<file path="src/rtl/ram_march_tester.sv">
// Checkerboard march tester: optional full write pass, then read-compare pass with failure capture.
// Optional macro ADDR_SCRAMBLE_EN selects a rotate-right-by-one address map (alternating RAM halves).
module ram_march_tester #(
  parameter int unsigned ADDR_W    = 10,
  parameter int unsigned DATA_W    = 8,
  parameter int unsigned RD_LAT    = 2,
  parameter int unsigned CAP_DEPTH = 4,
  parameter int unsigned ERR_CNT_W = 16
) (
  input  logic                 clk,
  input  logic                 reset,
  input  logic                 start,
  input  logic                 write_mode,
  input  logic [DATA_W-1:0]    pattern,
  output logic [ADDR_W-1:0]    ram_address,
  output logic                 ram_wren,
  output logic [DATA_W-1:0]    ram_data,
  input  logic [DATA_W-1:0]    ram_q,
  output logic                 busy,
  output logic                 done,
  output logic                 error,
  output logic [ERR_CNT_W-1:0] error_count,
  output logic                 cap_valid,
  output logic [ADDR_W-1:0]    cap_address,
  output logic [DATA_W-1:0]    cap_data,
  input  logic                 cap_pop,
  output logic                 cap_overflow
);
  localparam int unsigned CAP_AW = (CAP_DEPTH > 1) ? $clog2(CAP_DEPTH) : 1;
  localparam int unsigned CNT_W  = CAP_AW + 1;
  localparam int unsigned FL_W   = (RD_LAT > 1) ? $clog2(RD_LAT) : 1;

  typedef enum logic [2:0] {
    S_IDLE,
    S_WRITE,
    S_READ,
    S_FLUSH,
    S_DONE
  } state_t;

  state_t            state;
  logic [ADDR_W-1:0] idx;
  logic [ADDR_W-1:0] mapped;
  logic [DATA_W-1:0] pat;
  logic [FL_W-1:0]   fl_cnt;

  logic              pipe_vld  [RD_LAT];
  logic [ADDR_W-1:0] pipe_addr [RD_LAT];

  logic [ADDR_W-1:0] cap_addr_mem [CAP_DEPTH];
  logic [DATA_W-1:0] cap_data_mem [CAP_DEPTH];
  logic [CAP_AW-1:0] cap_wp;
  logic [CAP_AW-1:0] cap_rp;
  logic [CNT_W-1:0]  cap_cnt;

  logic              accept;
  logic              mismatch;
  logic              cap_full;
  logic              pop_ok;
  logic              push_ok;
  logic [ADDR_W-1:0] cmp_addr;
  logic [DATA_W-1:0] cmp_exp;

  function automatic logic [DATA_W-1:0] exp_word(input logic [ADDR_W-1:0] a,
                                                 input logic [DATA_W-1:0] p);
    return a[0] ? ~p : p;
  endfunction

  // Index-to-address map shared by both passes
  always_comb begin
    mapped = '0;
`ifdef ADDR_SCRAMBLE_EN
    mapped = {idx[0], idx[ADDR_W-1:1]};
`else
    mapped = idx;
`endif
  end

  assign ram_address = mapped;
  assign ram_wren    = (state == S_WRITE);
  assign ram_data    = ram_wren ? exp_word(mapped, pat) : '0;

  assign accept   = start && ((state == S_IDLE) || (state == S_DONE));
  assign cmp_addr = pipe_addr[RD_LAT-1];
  assign cmp_exp  = exp_word(cmp_addr, pat);
  assign mismatch = pipe_vld[RD_LAT-1] && (ram_q != cmp_exp);

  assign cap_full    = (cap_cnt == CNT_W'(CAP_DEPTH));
  assign pop_ok      = cap_pop && (cap_cnt != '0);
  // A full buffer still takes a push when the oldest entry leaves in the same cycle
  assign push_ok     = mismatch && (!cap_full || pop_ok);
  assign cap_valid   = (cap_cnt != '0);
  assign cap_address = cap_addr_mem[cap_rp];
  assign cap_data    = cap_data_mem[cap_rp];

  always_ff @(posedge clk) begin
    if (reset) begin
      state        <= S_IDLE;
      idx          <= '0;
      pat          <= '0;
      fl_cnt       <= '0;
      busy         <= 1'b0;
      done         <= 1'b0;
      error        <= 1'b0;
      error_count  <= '0;
      cap_overflow <= 1'b0;
      cap_wp       <= '0;
      cap_rp       <= '0;
      cap_cnt      <= '0;
      for (int unsigned i = 0; i < RD_LAT; i++) begin
        pipe_vld[i]  <= 1'b0;
        pipe_addr[i] <= '0;
      end
      for (int unsigned i = 0; i < CAP_DEPTH; i++) begin
        cap_addr_mem[i] <= '0;
        cap_data_mem[i] <= '0;
      end
    end else begin
      // Read pipeline: address issued now is compared RD_LAT cycles later
      pipe_vld[0]  <= (state == S_READ);
      pipe_addr[0] <= mapped;
      for (int unsigned i = 1; i < RD_LAT; i++) begin
        pipe_vld[i]  <= pipe_vld[i-1];
        pipe_addr[i] <= pipe_addr[i-1];
      end

      case (state)
        S_IDLE, S_DONE: begin
          if (start) begin
            state <= write_mode ? S_WRITE : S_READ;
            pat   <= pattern;
            idx   <= '0;
            busy  <= 1'b1;
            done  <= 1'b0;
          end else if (state == S_DONE) begin
            done <= 1'b1;
          end
        end
        S_WRITE: begin
          idx <= idx + ADDR_W'(1);
          if (idx == '1) state <= S_READ;
        end
        S_READ: begin
          idx <= idx + ADDR_W'(1);
          if (idx == '1) begin
            state  <= S_FLUSH;
            fl_cnt <= '0;
          end
        end
        S_FLUSH: begin
          fl_cnt <= fl_cnt + FL_W'(1);
          if (fl_cnt == FL_W'(RD_LAT - 1)) begin
            state <= S_DONE;
            busy  <= 1'b0;
          end
        end
        default: state <= S_IDLE;
      endcase

      // Error tracking and capture buffer; an accepted start wipes the previous test's results
      if (accept) begin
        error        <= 1'b0;
        error_count  <= '0;
        cap_overflow <= 1'b0;
        cap_wp       <= '0;
        cap_rp       <= '0;
        cap_cnt      <= '0;
      end else begin
        if (mismatch) begin
          error <= 1'b1;
          if (error_count != '1) error_count <= error_count + ERR_CNT_W'(1);
          if (!push_ok) cap_overflow <= 1'b1;
        end
        if (push_ok) begin
          cap_addr_mem[cap_wp] <= cmp_addr;
          cap_data_mem[cap_wp] <= ram_q;
          cap_wp               <= cap_wp + CAP_AW'(1);
        end
        if (pop_ok) cap_rp <= cap_rp + CAP_AW'(1);
        case ({push_ok, pop_ok})
          2'b10:   cap_cnt <= cap_cnt + CNT_W'(1);
          2'b01:   cap_cnt <= cap_cnt - CNT_W'(1);
          default: cap_cnt <= cap_cnt;
        endcase
      end
    end
  end

endmodule

</file>
<file path="config.mk">
export PLATFORM = sky130hd
export DESIGN_NAME = ram_march_tester
export DESIGN_NICKNAME = d
export VERILOG_FILES = /design/src/rtl/ram_march_tester.sv
export SDC_FILE = /design/constraint.sdc
export NUM_CORES = 1
export LEC_CHECK = 0
export BUFFER_PORTS_ARGS = -buffer_cell sky130_fd_sc_hd__buf_2
export CAP_MARGIN = 10
export CORE_ASPECT_RATIO = 1.5
export CORE_MARGIN = 2
export CORE_UTILIZATION = 62
export DETAILED_ROUTE_END_ITERATION = 8
export GPL_ROUTABILITY_DRIVEN = 0
export HOLD_SLACK_MARGIN = 0.08
export PLACE_DENSITY = 0.86
export SLEW_MARGIN = 20
export SYNTH_ARGS = -nofsm -noshare
export SYNTH_HDL_FRONTEND = slang
export SYNTH_SLANG_ARGS = --single-unit
</file>
<file path="constraint.sdc">
create_clock -name clk -period 3.9 [get_ports clk]
set_input_delay 0.39 -clock clk [delete_from_list [all_inputs] [get_ports clk]]
set_output_delay 0.39 -clock clk [all_outputs]
set_load 0.005 [all_outputs]
</file>
# After elaboration in Yosys (flattened, before gate mapping)
# Memory sizes are Yosys's and may differ from the RTL's. A register that Yosys moved wholly into a read port is not among the register bits.
# Cells that the tools add are included.
# word_totals
ramBits,94
ff_bits,49
elab_cells,110
out_inout_bits,58
n_memories,4
input_bits,21
# memory_table
memory,depth,word_bits,read_ports,rd_clocked_by_memory_dff,wr,line,rtl
cap_addr_mem,4,10,1,1,4,50,logic [ADDR_W-1:0] cap_addr_mem [CAP_DEPTH];
cap_data_mem,4,8,1,1,4,51,logic [DATA_W-1:0] cap_data_mem [CAP_DEPTH];
pipe_addr,2,10,2,0,2,48,logic [ADDR_W-1:0] pipe_addr [RD_LAT];
pipe_vld,2,1,2,0,2,47,logic pipe_vld [RD_LAT];
# op_classes
n_addsub,7
eq_ne,14
n_reduce_logical,27
bitwise,6
n_mux,40
# ops
operator,n
$mux 10,4
$mux 8,4
$pmux 10 s2,1
$add 16x1->16 const B,1
$mux 1,16
$ne 16x16->1 const B,1
$mux 2,7
$mux 3,4
$pmux 3 s4,1
$reduce_and 2->1,6
$add 10x1->10 const B,1
$eq 10x10->1 const B,1
$reduce_bool 2->1,5
$reduce_or 10->1,1
$ne 8x8->1,1
$not 8->8,1
$reduce_or 8->1,1
$eq 3x2->1 const B,2
$eq 3x3->1 const B,2
$pmux 3 s2,1
$reduce_or 2->1,3
$add 2x1->2 const B,2
$logic_and 1x1->1,4
$ne 2x1->1 const B,2
other kinds (16),22

# Longest topological paths before layout
# depth
depth_word,11
ltp_mapped,9

# Least setup slack after synthesis
# Ideal clock, no wire load.
# synth_timing
path_kind,input to register
from,input port ram_q[5]
to,memory cap_addr_mem[1][0] (enable)
cell_stages,8
required_ns,3.567
arrival_time_ns,2.266
path_buffers,2
path_slack_ns,1.301
path_cell_list,xnor2_1 or4_4 o211ai_2 a211oi_1 buf_6 and3b_4 buf_6 or2_1
# synth_rtl
item,line,rtl
from (decl),18,"input logic [DATA_W-1:0] ram_q,"
to (decl),50,

# Worst setup path after layout
# layout_timing
from,register pat[4]
to,register cap_cnt[2]
# layout_between
elab_chain_cells,7
# layout_lines
item,line,rtl
from (decl),44,logic [DATA_W-1:0] pat;
from (signal assigned),131,pat <= pattern;
$not 8->8,66,return a[0] ? ~p : p;
$mux 8 (*),66,
$ne 8x8->1 (*),86,assign mismatch = pipe_vld[RD_LAT-1] && (ram_q != cmp_exp);
$logic_and 1x1->1 (*),86,
$logic_and 1x1->1 (*),91,assign push_ok = mismatch && (!cap_full || pop_ok);
$eq 2x1->1 / $eq 2x2->1 (equally long branches),180,"case ({push_ok, pop_ok})"
$pmux 3 s2 / $reduce_bool 2->1 (equally long branches),--,
to (signal assigned),181,2'b10: cap_cnt <= cap_cnt + CNT_W'(1);
to (signal assigned),182,2'b01: cap_cnt <= cap_cnt - CNT_W'(1);
to (signal assigned),183,default: cap_cnt <= cap_cnt;
to (decl),54,logic [CNT_W-1:0] cap_cnt;
# Every way passes the cells marked *; elsewhere a longest branch is shown, timed or not.
# A chain may end at the register's enable or synchronous reset.

==> out/qor.yml <==
setup_tns_ns: 0
min_period_ns: 2.95
yosys_warnings: 0
grt_max_degree: 45
antenna_cells: 0
outcome: "finished clean"
grt_pass1_vias: 4356
clk_pin_slew_ns: 0.05
synthTopCellsByArea: "edfxtp_1 (34%), dfxtp_1 (23%), and2_1 (7.2%)"
start_util_pct: 63.3
maxSlewHeadroom_pct: 38.1
synth_top_area_share_pct: 34.1
drv_slew: 0
p_switching_uw: 984
die_x_um: 86.6
synth_area_per_cell_um2: 11.6
wirelength_mm: 13.3
async_flop_share_pct: 0
powerDensity_mw_per_mm2: 524
cts_resized: 0
first_pass_iters: 5
switching_share_pct: 25.4
path_max_fanout: 4
die_h_um: 128
leakage_nw: 2.80
power_frac_comb_pct: 13.7
netlist_instances: 546
synth_ff_type: "dfxtp_1"
post_cts_buffers: 0
ys_seq_area_share_pct: 57.1
finalPower_mw: 3.88
io_pins: 79
design_area_mm2: 0.00740
synth-edff-count: 72
clockBufferDepth: 2
ant_nets: 0
path_class: "reg2reg"
netlist.top_cell.by_area: "edfxtp_1"
clock_latency_ns: 0.42
fin_hold_ws_ns: 0.206
arrival_ns: 3.25
cap_violations: 0
fin_nets: 644
cts-htree-levels: 4
ff2ff_path_depth: 8
layout-drive-gt1-share_pct: 22.6
dieArea_mm2: 0.0111
area_delta_synth_final_pct: 16.5
synth_area_mm2: 0.00635
grt_overflow: 0
synth.net_count: 570
cts_buffers: 17
antenna_found_initial: 0
io_buffers: 78
drtIter0Drc: 186
crit_required_ns: 4.20
min-delay-start: "pattern[1]"
vias: 4489
seq_power_share_pct: 45.6
drc_errors: 0
internal_power_mw: 2.90
fmaxAchievable_ghz: 0.339
wl_per_cell_um: 17.8
hold_path.class: "in2reg"
r2r_end: "cap_cnt[2]"
clock_sinks: 145
cts_tree: "done"
rows: 45
hold_viol: 0
track_usage_pct: 25.3
cts-root-buf: "clkbuf_16"
core_mm2: 0.0100
rsz0062_at_grt: "no"
r2r_slack_ns: 0.95
synth_common_cells: "and2_1 (73), dfxtp_1 (73), edfxtp_1 (72)"
hold_buffers: 0
grt_pass1_wl_mm: 21.0
hold-path-endpoint: "pat[1]"
utilization_pct: 73.8
holdPathStages: 3
p_clk_share_pct: 40.7
via_per_inst: 5.99
final.setup_skew_ns: 0.00653
period_share_pct: 75.7
ys_seq_elements: 145
finalSetupViolations: 0
place_area_mm2: 0.00681
rr_startpoint: "pat[4]"
end_kind: "flop"
cp-start-kind: "flop"
ir_drop_mv: 0.446
dp.final_hpwl_mm: 8.98
ys_types: 53
worst_pin_slew_ns: 0.929
==> sequential cells by signal, indices dropped and copies added (netlist names), 3 cells and up, named ones only <==
register / count
error_count: 16
pat: 8
pipe_addr: 20
ram_address: 10
cap_cnt: 3
state: 3
cap_data_mem: 32
cap_addr_mem: 40
==> per-layer routing <==
layer / track usage (%) / part of all wire (%)
met4: 12.4 / 3.4
met2: 44.1 / 55
met1: 28.0 / 37
met5: 0 / 0
met3: 6.83 / 4.8
==> kinds of logic after synthesis <==
| family | count (synthesis) | synth area share [%] |
|---|---|---|
| fa+ha+maj | 3 | 0.710 |
| flops | 145 | 57.1 |
| xor+xnor | 26 | 3.59 |
| simple gates | 244 | 21.9 |
| mux | 27 | 7.81 |
| buf+inv | 38 | 2.64 |
| compound gates | 63 | 6.27 |
==> placed cells by master (no fill, tap or decap), types with 4 or more instances in the layout <==
master      n
nor2b_1    22
or4_1       9
xor2_1      4
clkbuf_16  18
nand4b_1    5
a21oi_1    27
nand4_1     9
buf_4       9
nor3_1      9
o21ai_0     8
edfxtp_1   72
o31ai_1     7
inv_1       6
nor2_1     51
nand3_1    13
xnor2_1    22
mux4_2     18
mux2i_1     9
dfxtp_1    73
o41ai_1     5
or3_1       8
nand2_1    19
and2_1     73
buf_2      78
==> worst max path at each step <==
stage	from	to	slack [ns]	depth (start not counted)
after global placement	ram_q[3]	cap_data_mem[1][3]	0.96	8
after CTS	pat[4]	cap_cnt[2]	0.92	8
after global routing	pat[0]	cap_cnt[2]	0.80	8
after detailed placement	ram_q[3]	cap_cnt[2]	0.76	9
final	pat[4]	cap_cnt[2]	0.95	8
after floorplan	ram_q[5]	cap_addr_mem[1][0]	1.30	8
==> area by class of cell <==
| cell class | instances | area [um^2] |
|---|---|---|
| clock buffers | 22 | 475 |
| flip-flops and latches | 145 | 3620 |
| multi-input cells | 363 | 2560 |
| clock inverters | 10 | 110 |
| inverters | 6 | 22.5 |
| well taps | 117 | 146 |
| fillers | 671 | 2630 |
| repair buffers | 87 | 458 |
==> worst max-delay path, cell delays in order (launching register included) <==
cell	delay [ns]
dfxtp_1	0.41
xnor2_1	0.12
or4_4	0.53
o211ai_2	0.24
nand3_1	0.20
fa_1	0.45
a2111oi_0	0.53
o21ai_0	0.17
nor3b_1	0.16
==> metrics by stage <==
step	cells	setup WS [ns]
after floorplan	546	1.30
after detailed placement	718	0.758
final	750	0.949
after global routing	750	0.803
after CTS	750	0.925
after global placement	718	0.956
==> power by group through the flow <==
stage	sequential, mW	clock (mW)	combinational, mW
6_report	1.77	1.58	0.531
5_1_grt	1.78	1.65	0.586
4_1_cts	1.77	1.59	0.533
3_5_place_dp	1.80	0	0.521
3_3_place_gp	1.79	0	0.505
2_1_floorplan	1.75	0	0.409
(Power assumes the default switching activity.)
